===== src/rtl/lsu_split_access.sv =====
// Multi-cycle load/store unit: byte-lane placement, load extension and hardware
// splitting of word-boundary-crossing accesses into two aligned bus beats.
module lsu_split_access #(
   parameter int XLEN   = 32,
   parameter int ADDR_W = 32
) (
   input  logic                clk,
   input  logic                rst,
   input  logic                req_valid,
   output logic                req_ready,
   input  logic                req_we,
   input  logic [2:0]          req_func3,
   input  logic [ADDR_W-1:0]   req_addr,
   input  logic [XLEN-1:0]     req_wdata,
   output logic                resp_valid,
   output logic                resp_err,
   output logic [XLEN-1:0]     resp_rdata,
   output logic                mem_req_valid,
   input  logic                mem_req_ready,
   output logic                mem_we,
   output logic [ADDR_W-1:0]   mem_addr,
   output logic [XLEN-1:0]     mem_wdata,
   output logic [XLEN/8-1:0]   mem_mask,
   input  logic                mem_rsp_valid,
   input  logic [XLEN-1:0]     mem_rdata
);
   localparam int BYTES = XLEN / 8;
   localparam int OFFW  = $clog2(BYTES);

   localparam logic [2:0] S_IDLE = 3'd0;
   localparam logic [2:0] S_REQ0 = 3'd1;
   localparam logic [2:0] S_RSP0 = 3'd2;
   localparam logic [2:0] S_REQ1 = 3'd3;
   localparam logic [2:0] S_RSP1 = 3'd4;
   localparam logic [2:0] S_DONE = 3'd5;

   function automatic logic legal_f3(input logic we, input logic [2:0] f3);
      logic ok;
      case (f3)
         3'b000, 3'b001, 3'b010, 3'b100, 3'b101: ok = 1'b1;
         3'b011, 3'b110:                         ok = (XLEN == 64);
         default:                                ok = 1'b0;
      endcase
      return ok && !(we && f3[2]);
   endfunction

   function automatic logic [XLEN-1:0] extend(input logic [XLEN-1:0] raw, input logic [2:0] f3);
      logic [XLEN-1:0] keep;
      logic            sgn;
      case (f3[1:0])
         2'b00:   begin keep = XLEN'(8'hFF);          sgn = raw[7];  end
         2'b01:   begin keep = XLEN'(16'hFFFF);       sgn = raw[15]; end
         2'b10:   begin keep = XLEN'(32'hFFFF_FFFF);  sgn = raw[31]; end
         default: begin keep = {XLEN{1'b1}};          sgn = 1'b0;    end
      endcase
      if (sgn && !f3[2]) begin
         return (raw & keep) | ~keep;
      end else begin
         return raw & keep;
      end
   endfunction

   logic [2:0]          state_r;
   logic                req_ready_r, resp_valid_r, resp_err_r, mem_req_valid_r, mem_we_r;
   logic [XLEN-1:0]     resp_rdata_r, mem_wdata_r, buf_lo_r, buf_hi_r, wdata_hi_r;
   logic [ADDR_W-1:0]   mem_addr_r, addr_hi_r;
   logic [BYTES-1:0]    mem_mask_r, mask_hi_r;
   logic                we_r, split_r;
   logic [2:0]          func3_r;
   logic [OFFW-1:0]     off_r;

   logic [2:0]          nxt_s;
   logic                accept_s, legal_s, split_s, rsp0_s, rsp1_s, done_err_s;
   logic [3:0]          sz_s;
   logic [OFFW-1:0]     off_s;
   logic [2*BYTES-1:0]  szmask_s, lmask_s;
   logic [XLEN-1:0]     dmask_s, done_rdata_s, lo_eff_s, hi_eff_s;
   logic [2*XLEN-1:0]   ldata_s;
   logic [OFFW+1:0]     end_s;

   // Lane placement of the incoming request: mask/data pair spanning two words
   always_comb begin
      off_s    = req_addr[OFFW-1:0];
      sz_s     = 4'd1 << req_func3[1:0];
      szmask_s = ((2*BYTES)'(1) << sz_s) - (2*BYTES)'(1);
      lmask_s  = szmask_s << off_s;
      dmask_s  = {XLEN{1'b0}};
      for (int i = 0; i < BYTES; i++) begin
         dmask_s[8*i +: 8] = {8{szmask_s[i]}};
      end
      if (req_we) begin
         ldata_s = {{XLEN{1'b0}}, req_wdata & dmask_s} << {off_s, 3'b000};
      end else begin
         ldata_s = {(2*XLEN){1'b0}};
      end
      end_s    = (OFFW+2)'(off_s) + (OFFW+2)'(sz_s);
      split_s  = end_s > (OFFW+2)'(BYTES);
      legal_s  = legal_f3(req_we, req_func3);
   end

   // Next state, and the response value latched when entering DONE
   always_comb begin
      accept_s = (state_r == S_IDLE) && req_valid;
      rsp0_s   = (state_r == S_RSP0) && mem_rsp_valid;
      rsp1_s   = (state_r == S_RSP1) && mem_rsp_valid;
      nxt_s    = state_r;
      case (state_r)
         S_IDLE: if (req_valid) nxt_s = legal_s ? S_REQ0 : S_DONE; else nxt_s = S_IDLE;
         S_REQ0: if (mem_req_ready) nxt_s = S_RSP0; else nxt_s = S_REQ0;
         S_RSP0: if (mem_rsp_valid) nxt_s = split_r ? S_REQ1 : S_DONE; else nxt_s = S_RSP0;
         S_REQ1: if (mem_req_ready) nxt_s = S_RSP1; else nxt_s = S_REQ1;
         S_RSP1: if (mem_rsp_valid) nxt_s = S_DONE; else nxt_s = S_RSP1;
         S_DONE: nxt_s = S_IDLE;
         default: nxt_s = S_IDLE;
      endcase
      // The beat arriving this cycle is merged directly so DONE carries final data
      lo_eff_s = (state_r == S_RSP0) ? mem_rdata : buf_lo_r;
      hi_eff_s = (state_r == S_RSP1) ? mem_rdata : buf_hi_r;
      done_err_s = (state_r == S_IDLE);
      if (done_err_s || we_r) begin
         done_rdata_s = {XLEN{1'b0}};
      end else begin
         done_rdata_s = extend(XLEN'({hi_eff_s, lo_eff_s} >> {off_r, 3'b000}), func3_r);
      end
   end

   // State, captured request and all registered outputs
   always_ff @(posedge clk) begin
      if (rst) begin
         state_r         <= S_IDLE;
         req_ready_r     <= 1'b1;
         resp_valid_r    <= 1'b0;
         resp_err_r      <= 1'b0;
         resp_rdata_r    <= {XLEN{1'b0}};
         mem_req_valid_r <= 1'b0;
         mem_we_r        <= 1'b0;
         mem_addr_r      <= {ADDR_W{1'b0}};
         mem_wdata_r     <= {XLEN{1'b0}};
         mem_mask_r      <= {BYTES{1'b0}};
         buf_lo_r        <= {XLEN{1'b0}};
         buf_hi_r        <= {XLEN{1'b0}};
         wdata_hi_r      <= {XLEN{1'b0}};
         addr_hi_r       <= {ADDR_W{1'b0}};
         mask_hi_r       <= {BYTES{1'b0}};
         we_r            <= 1'b0;
         split_r         <= 1'b0;
         func3_r         <= 3'b000;
         off_r           <= {OFFW{1'b0}};
      end else begin
         state_r         <= nxt_s;
         req_ready_r     <= (nxt_s == S_IDLE);
         resp_valid_r    <= (nxt_s == S_DONE);
         mem_req_valid_r <= (nxt_s == S_REQ0) || (nxt_s == S_REQ1);
         if (accept_s && legal_s) begin
            we_r        <= req_we;
            func3_r     <= req_func3;
            off_r       <= off_s;
            split_r     <= split_s;
            addr_hi_r   <= {req_addr[ADDR_W-1:OFFW], {OFFW{1'b0}}} + ADDR_W'(BYTES);
            wdata_hi_r  <= ldata_s[2*XLEN-1:XLEN];
            mask_hi_r   <= lmask_s[2*BYTES-1:BYTES];
            mem_we_r    <= req_we;
            mem_addr_r  <= {req_addr[ADDR_W-1:OFFW], {OFFW{1'b0}}};
            mem_wdata_r <= ldata_s[XLEN-1:0];
            mem_mask_r  <= lmask_s[BYTES-1:0];
         end else if (rsp0_s && split_r) begin
            mem_addr_r  <= addr_hi_r;
            mem_wdata_r <= wdata_hi_r;
            mem_mask_r  <= mask_hi_r;
         end
         if (rsp0_s) buf_lo_r <= mem_rdata;
         if (rsp1_s) buf_hi_r <= mem_rdata;
         if ((nxt_s == S_DONE) && (state_r != S_DONE)) begin
            resp_err_r   <= done_err_s;
            resp_rdata_r <= done_rdata_s;
         end
      end
   end

   assign req_ready     = req_ready_r;
   assign resp_valid    = resp_valid_r;
   assign resp_err      = resp_err_r;
   assign resp_rdata    = resp_rdata_r;
   assign mem_req_valid = mem_req_valid_r;
   assign mem_we        = mem_we_r;
   assign mem_addr      = mem_addr_r;
   assign mem_wdata     = mem_wdata_r;
   assign mem_mask      = mem_mask_r;
endmodule


===== config.mk =====
export PLATFORM = sky130hd
export DESIGN_NAME = lsu_split_access
export DESIGN_NICKNAME = d
export VERILOG_FILES = /design/src/rtl/lsu_split_access.sv
export SDC_FILE = /design/constraint.sdc
export NUM_CORES = 1
export LEC_CHECK = 0
export ABC_AREA = 1
export BUFFER_PORTS_ARGS = -buffer_cell sky130_fd_sc_hd__buf_2
export CORE_AREA = 4 4 141 143
export CTS_BUF_LIST = sky130_fd_sc_hd__clkbuf_16
export DETAILED_ROUTE_END_ITERATION = 12
export DIE_AREA = 0 0 145 147
export PLACE_DENSITY_LB_ADDON = 0.2
export SLEW_MARGIN = 10
export SYNTH_ARGS = -nofsm -noshare
export SYNTH_HDL_FRONTEND = slang
export SYNTH_SLANG_ARGS = --single-unit
export TNS_END_PERCENT = 5

===== constraint.sdc =====
create_clock -name clk -period 5 [get_ports clk]
set_input_delay 0.75 -clock clk [delete_from_list [all_inputs] [get_ports clk]]
set_output_delay 0.75 -clock clk [all_outputs]
set_load 0.1 [all_outputs]

==> metrics.md, run 1 <==
| Metric | Value |
|---|---|
| Initial Utilization | 59.5% |
| Post-DP HPWL | 21800 µm |
| Antenna Violating Nets Remaining | 0 |
| Total grt overflow | 0 |
| Die footprint | 21300 µm² |
| Multiplexer share of the synthesized area | 0.374% |
| Core Area | 18600 µm² |
| Non-Filler Instances | 1983 |
| Worst path required time | 5450 ps |
| CP max stage delay | 700 ps |
| Kind of critical path | flop to flop |
| Slew Viols, Final | 0 |
| Share of cells above drive strength 1 | 17.2% |
| Unique cell type count in the Yosys netlist | 51 |
| Vias in the first global route | 10400 |
| Placed Cells | 1938 |
| Via density | 5.75 |
| RSZ-0062 raised after global routing | false |
| Gp weighted congestion | 0.953 |
| Static leakage | 5.53 nW |
| Routed len/inst | 16.0 µm |
| Max clock buf depth | 3 |
| Minimum clock period | 3520 ps |
| Die height | 147 µm |
| Drt drc | 0 |
| CTS tree | done |
| Post-CTS Resized | 0 |
| Crit path cell chain | inv_2, nand3_4, nor2_4, buf_4, inv_2, nand4_1, nand2_2, nor2_4, nand2_1, inv_1, nand2_1, a21oi_1 |
| Synthesis-to-finish area growth | 15.2% |
| VDD IR-drop max | 0.000318 V |
| Row count | 50 |
| CP bufs+invs | 4 |
| Num CTS Buffers | 25 |
| Final count of hold timing violations | 0 |
| Data arrival time of the worst path | 3970 ps |
| Synth Cell Area | 11100 µm² |
| Syn Area/Cell | 6.93 µm² |
| Slew HR | 17.8% |
| Max Cap Viol | 0 |
| Reg clk slew, reported paths | 60 ps |
| Drt total wl | 31800 µm |
| Post-Synthesis Cells | 1594 |
| Die X | 145 µm |
| Worst setup EP type | flop |
| Setup repair bufs after CTS | 0 |
| Period utilization | 70.4% |
| DRT iter0 DRCs | 1052 |
| Max Clk Rate | 284 MHz |
| Multi-input gate area | 5500 µm² |
| Hold Crit Class | flop to flop |
| CP top delay family | simple AND/OR/NAND/NOR gates |
| Root buffer cell | clkbuf_16 |
| Seq cells post-synth | 226 |
| Initial antenna violation count | 3 |
| H-tree depth | 1 |
| Synth warn | 0 |
| Total Nets Final | 1840 |
| Post-synthesis simple-gate area fraction | 25.0% |
| Vias | 11400 |
| XOR/XNOR share of the synthesized area | 0.238% |
| Fillers | 1674 |
| Final setup violation count | 0 |
| I/O pin total | 210 |
| Least-Margin Pin Slew | 1230 ps |
| DR pass1 iterations | 6 |
| CP startpoint kind | flop |
| FF/Latch Area | 4520 µm² |
| Pin count of the biggest net entering global routing | 113 |
| Slowest CP cell | nor2_4 |
| Register area share after synthesis | 40.9% |
| Post-Synth Adder-Cell Area | 0.521% |
| First-pass GRT wire length | 51800 µm |
| Post-Route Setup TNS | 0 ps |
| Clock Sinks | 226 |
| Status | complete, no violations |
| Max Fanout on Critical Path | 54 |
| Worst Skew | 14.8 ps |
| Power Density | 389 nW/µm² |
| Clk Latency, worst-skew pair | 520 ps |
| Post-CTS Hold Fix Bufs | 0 |
| Combinational family with the most area after synthesis | simple AND/OR/NAND/NOR gates |
| Tot GR Track Use | 28.5% |
| Synth Area in Compound Gates | 23.5% |
| PortBufs | 207 |
power breakdown:
part	internal (mW)	leakage [nW]	total, mW	switching (mW)
Clock	0.955	0.381	1.69	0.732
Combinational	0.271	3.31	1.28	1.01
Sequential	1.92	1.84	1.99	0.0673
Total	3.14	5.53	4.95	1.81
layout by cell type (no fill, tap or decap), types with 7 or more instances in the layout:
cell	synthesis	layout
a31oi_1	44	44
inv_1	121	123
buf_4	7	15
clkinv_2	0	9
nor2_4	7	7
nor2_1	83	81
nand3_1	117	117
a211oi_1	13	13
o21ai_0	179	179
o211ai_1	45	45
dfxtp_1	226	226
or2_2	16	16
clkinv_1	13	18
nand4_1	12	12
a21oi_1	143	143
nor3_1	9	9
nand2_1	385	385
o22ai_1	15	15
buf_2	32	206
clkbuf_16	0	25
worst min-delay path, cell delays in order, from the launching register on:
cell	delay (ps)
dfxtp_1	300
nand2_1	80
nor2_1	40
synth_stat cells, drive strengths merged:
cell type | count | area, µm²
and2 | 1 | 6.26
xor2 | 1 | 8.76
nand4 | 13 | 87.6
a221oi | 3 | 26.3
mux2 | 1 | 11.3
o211ai | 45 | 338
nor3b | 1 | 12.5
nor4 | 2 | 12.5
dfxtp | 226 | 4520
clkinv | 13 | 48.8
conb | 1 | 3.75
clkbuf | 58 | 218
o21ai | 186 | 935
nor2 | 91 | 397
ha | 3 | 37.5
fa | 1 | 20.0
a21boi | 1 | 7.51
a211oi | 13 | 97.6
nand2 | 389 | 1480
o31ai | 1 | 7.51
buf | 54 | 299
nor3 | 10 | 55.1
xnor2 | 2 | 17.5
nand3 | 119 | 613
a32oi | 1 | 8.76
o22ai | 15 | 93.8
a31oi | 44 | 275
mux2i | 3 | 30.0
o21bai | 1 | 7.51
inv | 126 | 473
a21o | 1 | 7.51
a41o | 5 | 50.1
a21oi | 143 | 716
a22o | 1 | 8.76
or2 | 17 | 106
a22oi | 2 | 15.0
worst paths after layout:
| check | cells past startpoint | slack, ps | to | from |
|---|---|---|---|---|
| worst max-delay path | 12 | 1480 | resp_rdata[10]$_SDFFE_PP0P_ | state_r[2]$_SDFF_PP0_ |
| worst min-delay path | 2 | 450 | mask_hi_r[3]$_SDFFE_PP0P_ | mask_hi_r[3]$_SDFFE_PP0P_ |
| worst max register to register | 12 | 1480 | resp_rdata[10]$_SDFFE_PP0P_ | state_r[2]$_SDFF_PP0_ |
| worst min register to register | 2 | 450 | mask_hi_r[3]$_SDFFE_PP0P_ | mask_hi_r[3]$_SDFFE_PP0P_ |
sequential cells by signal (all words and copies together), names as in the netlist, 2 cells and up:
| register | count |
|---|---|
| wdata_hi_r | 24 |
| off_r | 2 |
| addr_hi_r | 30 |
| mem_wdata | 32 |
| resp_rdata | 32 |
| buf_lo_r | 32 |
| func3_r | 3 |
| state_r | 3 |
| buf_hi_r | 24 |
| mem_addr | 30 |
| mem_mask | 4 |
| mask_hi_r | 4 |
cells by family after synthesis:
logic type,count (synthesis)
other,1
and+or+nand+nor,643
muxes,4
AOI/OAI and AO/OA,462
buffers and inverters,251
DFF,226
adders and majority gates,4
xor gates and xnor gates,3
through the flow:
| stage | total power, mW | setup WS, ps | util (%) | hold WS (ps) | instance area, µm² |
|---|---|---|---|---|---|
| after floorplan | 3.02 | 2670 | - | 427 | 11100 |
| after CTS | 4.96 | 1470 | 68.5 | 445 | 12700 |
| after global routing | 5.16 | 1090 | 68.5 | 459 | 12700 |
| after global placement | 3.27 | 1570 | 64.5 | 434 | 12000 |
| final | 4.95 | 1480 | 68.5 | 455 | 12700 |
| after detailed placement | 3.29 | 1470 | 64.5 | 442 | 12000 |
routing by layer:
metal  vias to the layer above  share of wire (%)  global-route usage, %  wire, µm
met1                      5135                 45                   42.0     14200
met2                       569                 43                   42.7     13500
met3                        56                 11                   6.08      3400
li1                       5638                  -                      -         -
met5                         -               0.10                      0        33
met4                         4                1.8                   6.94       573
cell type report:
cell class / instances / share of cell area, %
clock inverter: 19 / 0.885
antenna: 1 / 0.0197
sequential: 226 / 35.5
inverter: 139 / 4.10
tap: 234 / 2.30
multi-input combinational: 1118 / 43.2
timing repair buffer: 221 / 8.99
clock buffer: 25 / 4.92
Power figures use the tool's default switching activity.
==> run 2, diff against run 1 <==
Settings changed: CORE_AREA 4 4 141 143 to 4 4 153 155, DIE_AREA 0 0 145 147 to 0 0 157 159.
Clock period 5 ns to 2.85 ns, I/O delays scaled along.
==> run 2 against run 1 <==
  * Flip-flop and latch count did not move
  * Sequential share of layout area fell by 0.62 points
  * First-iteration DRC count fell by 5.3%
  * Worst hold slack got worse by 320 ps
  * Critical path type unchanged
  * Core utilization fell by 9.1 points
==> metrics.md, run 2 (synthesis results as in run 1) <==
| Metric | Value |
|---|---|
| Status | complete, no violations |
| Fillers | 2155 |
| R2R Setup Slk | 350 ps |
| Post-CTS Hold Fix Bufs | 0 |
| Drt total wl | 33600 µm |
| Tot GR Track Use | 25.7% |
| Post-CTS Resized | 0 |
| Routed len/inst | 16.5 µm |
| Hold path endpoint | addr_hi_r[26]$_SDFFE_PP0P_ |
| N_diodes | 0 |
| Depth of the most critical reg-to-reg path | 11 |
| Kind of critical path | flop to flop |
| Via density | 5.58 |
| Post-Route Setup TNS | 0 ps |
| Root buffer cell | clkbuf_16 |
| Minimum clock period | 2500 ps |
| Initial antenna violation count | 3 |
| RR Endpoint | resp_rdata[23]$_SDFFE_PP0P_ |
| Synthesis-to-finish area growth | 17.2% |
| Row count | 54 |
| DR pass1 iterations | 6 |
| CTS tree | done |
| Stages on the worst setup path | 11 |
| Finished Core Util | 59.4% |
| Worst setup EP type | flop |
| Antenna Violating Nets Remaining | 0 |
| Share of cells above drive strength 1 | 17.6% |
| Final count of hold timing violations | 0 |
| Vias in the first global route | 10400 |
| Die X | 157 µm |
| Area after DPL | 12200 µm² |
| Clk Latency, worst-skew pair | 530 ps |
| First-pass GRT wire length | 53600 µm |
| H-tree depth | 1 |
| Max Cap Viol | 0 |
| FF/Latch Area | 4520 µm² |
| Power Density | 683 nW/µm² |
| Die footprint | 25000 µm² |
| DRT iter0 DRCs | 996 |
| Num CTS Buffers | 25 |
| Most frequent cells in the layout | nand2_1 (385), dfxtp_1 (226), buf_2 (206) |
| Hold Crit Depth | 2 |
| Worst Skew | 8.43 ps |
| Worst path required time | 3290 ps |
| Core Area | 21800 µm² |
| Static leakage | 5.63 nW |
| Slowest CP cell | nor2_4 |
| Total Nets Final | 1853 |
| Die height | 159 µm |
| Hold wc startpoint | req_addr[26] |
| Max Fanout on Critical Path | 33 |
| Slew HR | 47.2% |
| Max clock buf depth | 3 |
| Most common cell after layout, fill and taps aside | nand2_1 |
| Period utilization | 87.7% |
| Multi-input gate area | 5500 µm² |
| Final setup violation count | 0 |
| Total grt overflow | 0 |
| Setup repair bufs after CTS | 0 |
| CP startpoint kind | flop |
| VDD IR-drop max | 0.000480 V |
| PortBufs | 207 |
| Pin count of the biggest net entering global routing | 77 |
| CP top delay family | simple AND/OR/NAND/NOR gates |
| Least-Margin Pin Slew | 791 ps |
| Data arrival time of the worst path | 2940 ps |
| Drt drc | 0 |
| Gp weighted congestion | 0.897 |
| Final instance area | 13000 µm² |
| Reg2reg start | state_r[2]$_SDFF_PP0_ |
| Post-DP HPWL | 23200 µm |
| CP bufs+invs | 3 |
| Hold Crit Class | input pin to flop |
| CP max stage delay | 530 ps |
| Initial Utilization | 50.6% |
| Slew Viols, Final | 0 |
| RSZ-0062 raised after global routing | false |
| Clock Sinks | 226 |
| Vias | 11400 |
| Crit path cell chain | inv_2, nand3_4, nor2_4, inv_2, nand4_1, nand2_2, nor2_4, nand2_1, inv_1, nand2_1, a21oi_1 |
| Max Clk Rate | 400 MHz |
| I/O pin total | 210 |
| Reg clk slew, reported paths | 60 ps |
run 2: changes by cell type in the layout (fill, tap and decap cells not counted), sizes merged:
cell,change
clkinvlp,-1
inv,+5
buf,+13
clkinv,-5
bufinv,+1
diode,-1
run 2: through the flow:
step / setup slack [ps] / power [mW] / cells / hold WS, ps
after floorplan: 841 / 5.30 / 1595 / 427
after global placement: 481 / 5.80 / 1997 / 437
after detailed placement: 406 / 5.82 / 1997 / 444
after CTS: 374 / 8.85 / 2041 / 115
after global routing: 95.3 / 9.22 / 2041 / 128
final: 351 / 8.85 / 2041 / 134
run 2: worst reg2reg max path: stages (launching register included):
cell and delay [ps]:
dfxtp_1 380, inv_2 170, nand3_4 340, nor2_4 210, inv_2 140, nand4_1 140, nand2_2 100, nor2_4 530
nand2_1 100, inv_1 80, nand2_1 60, a21oi_1 160
run 2: final cells by class:
class,count,area share (%)
Sequential cell,226,34.9
Tap cell,280,2.70
Clock inverter,19,1.04
Multi-Input combinational cell,1118,42.5
Timing Repair Buffer,234,9.97
Inverter,139,4.03
Clock buffer,25,4.83
run 2: power breakdown:
group	internal, mW	total [mW]	switching, mW
clock network	1.76	3.06	1.30
logic	0.506	2.32	1.81
registers	3.37	3.47	0.102
run 2: routing by layer:
| layer | share of wire, % | track usage (%) | vias to the layer above |
|---|---|---|---|
| met3 | 9.5 | 4.19 | 51 |
| met2 | 43 | 38.1 | 503 |
| li1 | - | - | 5659 |
| met4 | 1.5 | 5.40 | 6 |
| met1 | 46 | 39.4 | 5179 |
| met5 | 0.10 | 0 | - |
run 2: worst max-delay path by stage:
stage                                       end  slack [ps]                   from
finish              resp_rdata[23]$_SDFFE_PP0P_         350  state_r[2]$_SDFF_PP0_
detailed placement   addr_hi_r[31]$_SDFFE_PP0P_         410           req_func3[1]
floorplan                  split_r$_SDFFE_PP0P_         840            req_addr[0]
global placement    resp_rdata[26]$_SDFFE_PP0P_         480  state_r[2]$_SDFF_PP0_
CTS                 resp_rdata[23]$_SDFFE_PP0P_         370  state_r[2]$_SDFF_PP0_
global route        resp_rdata[13]$_SDFFE_PP0P_         100  state_r[2]$_SDFF_PP0_
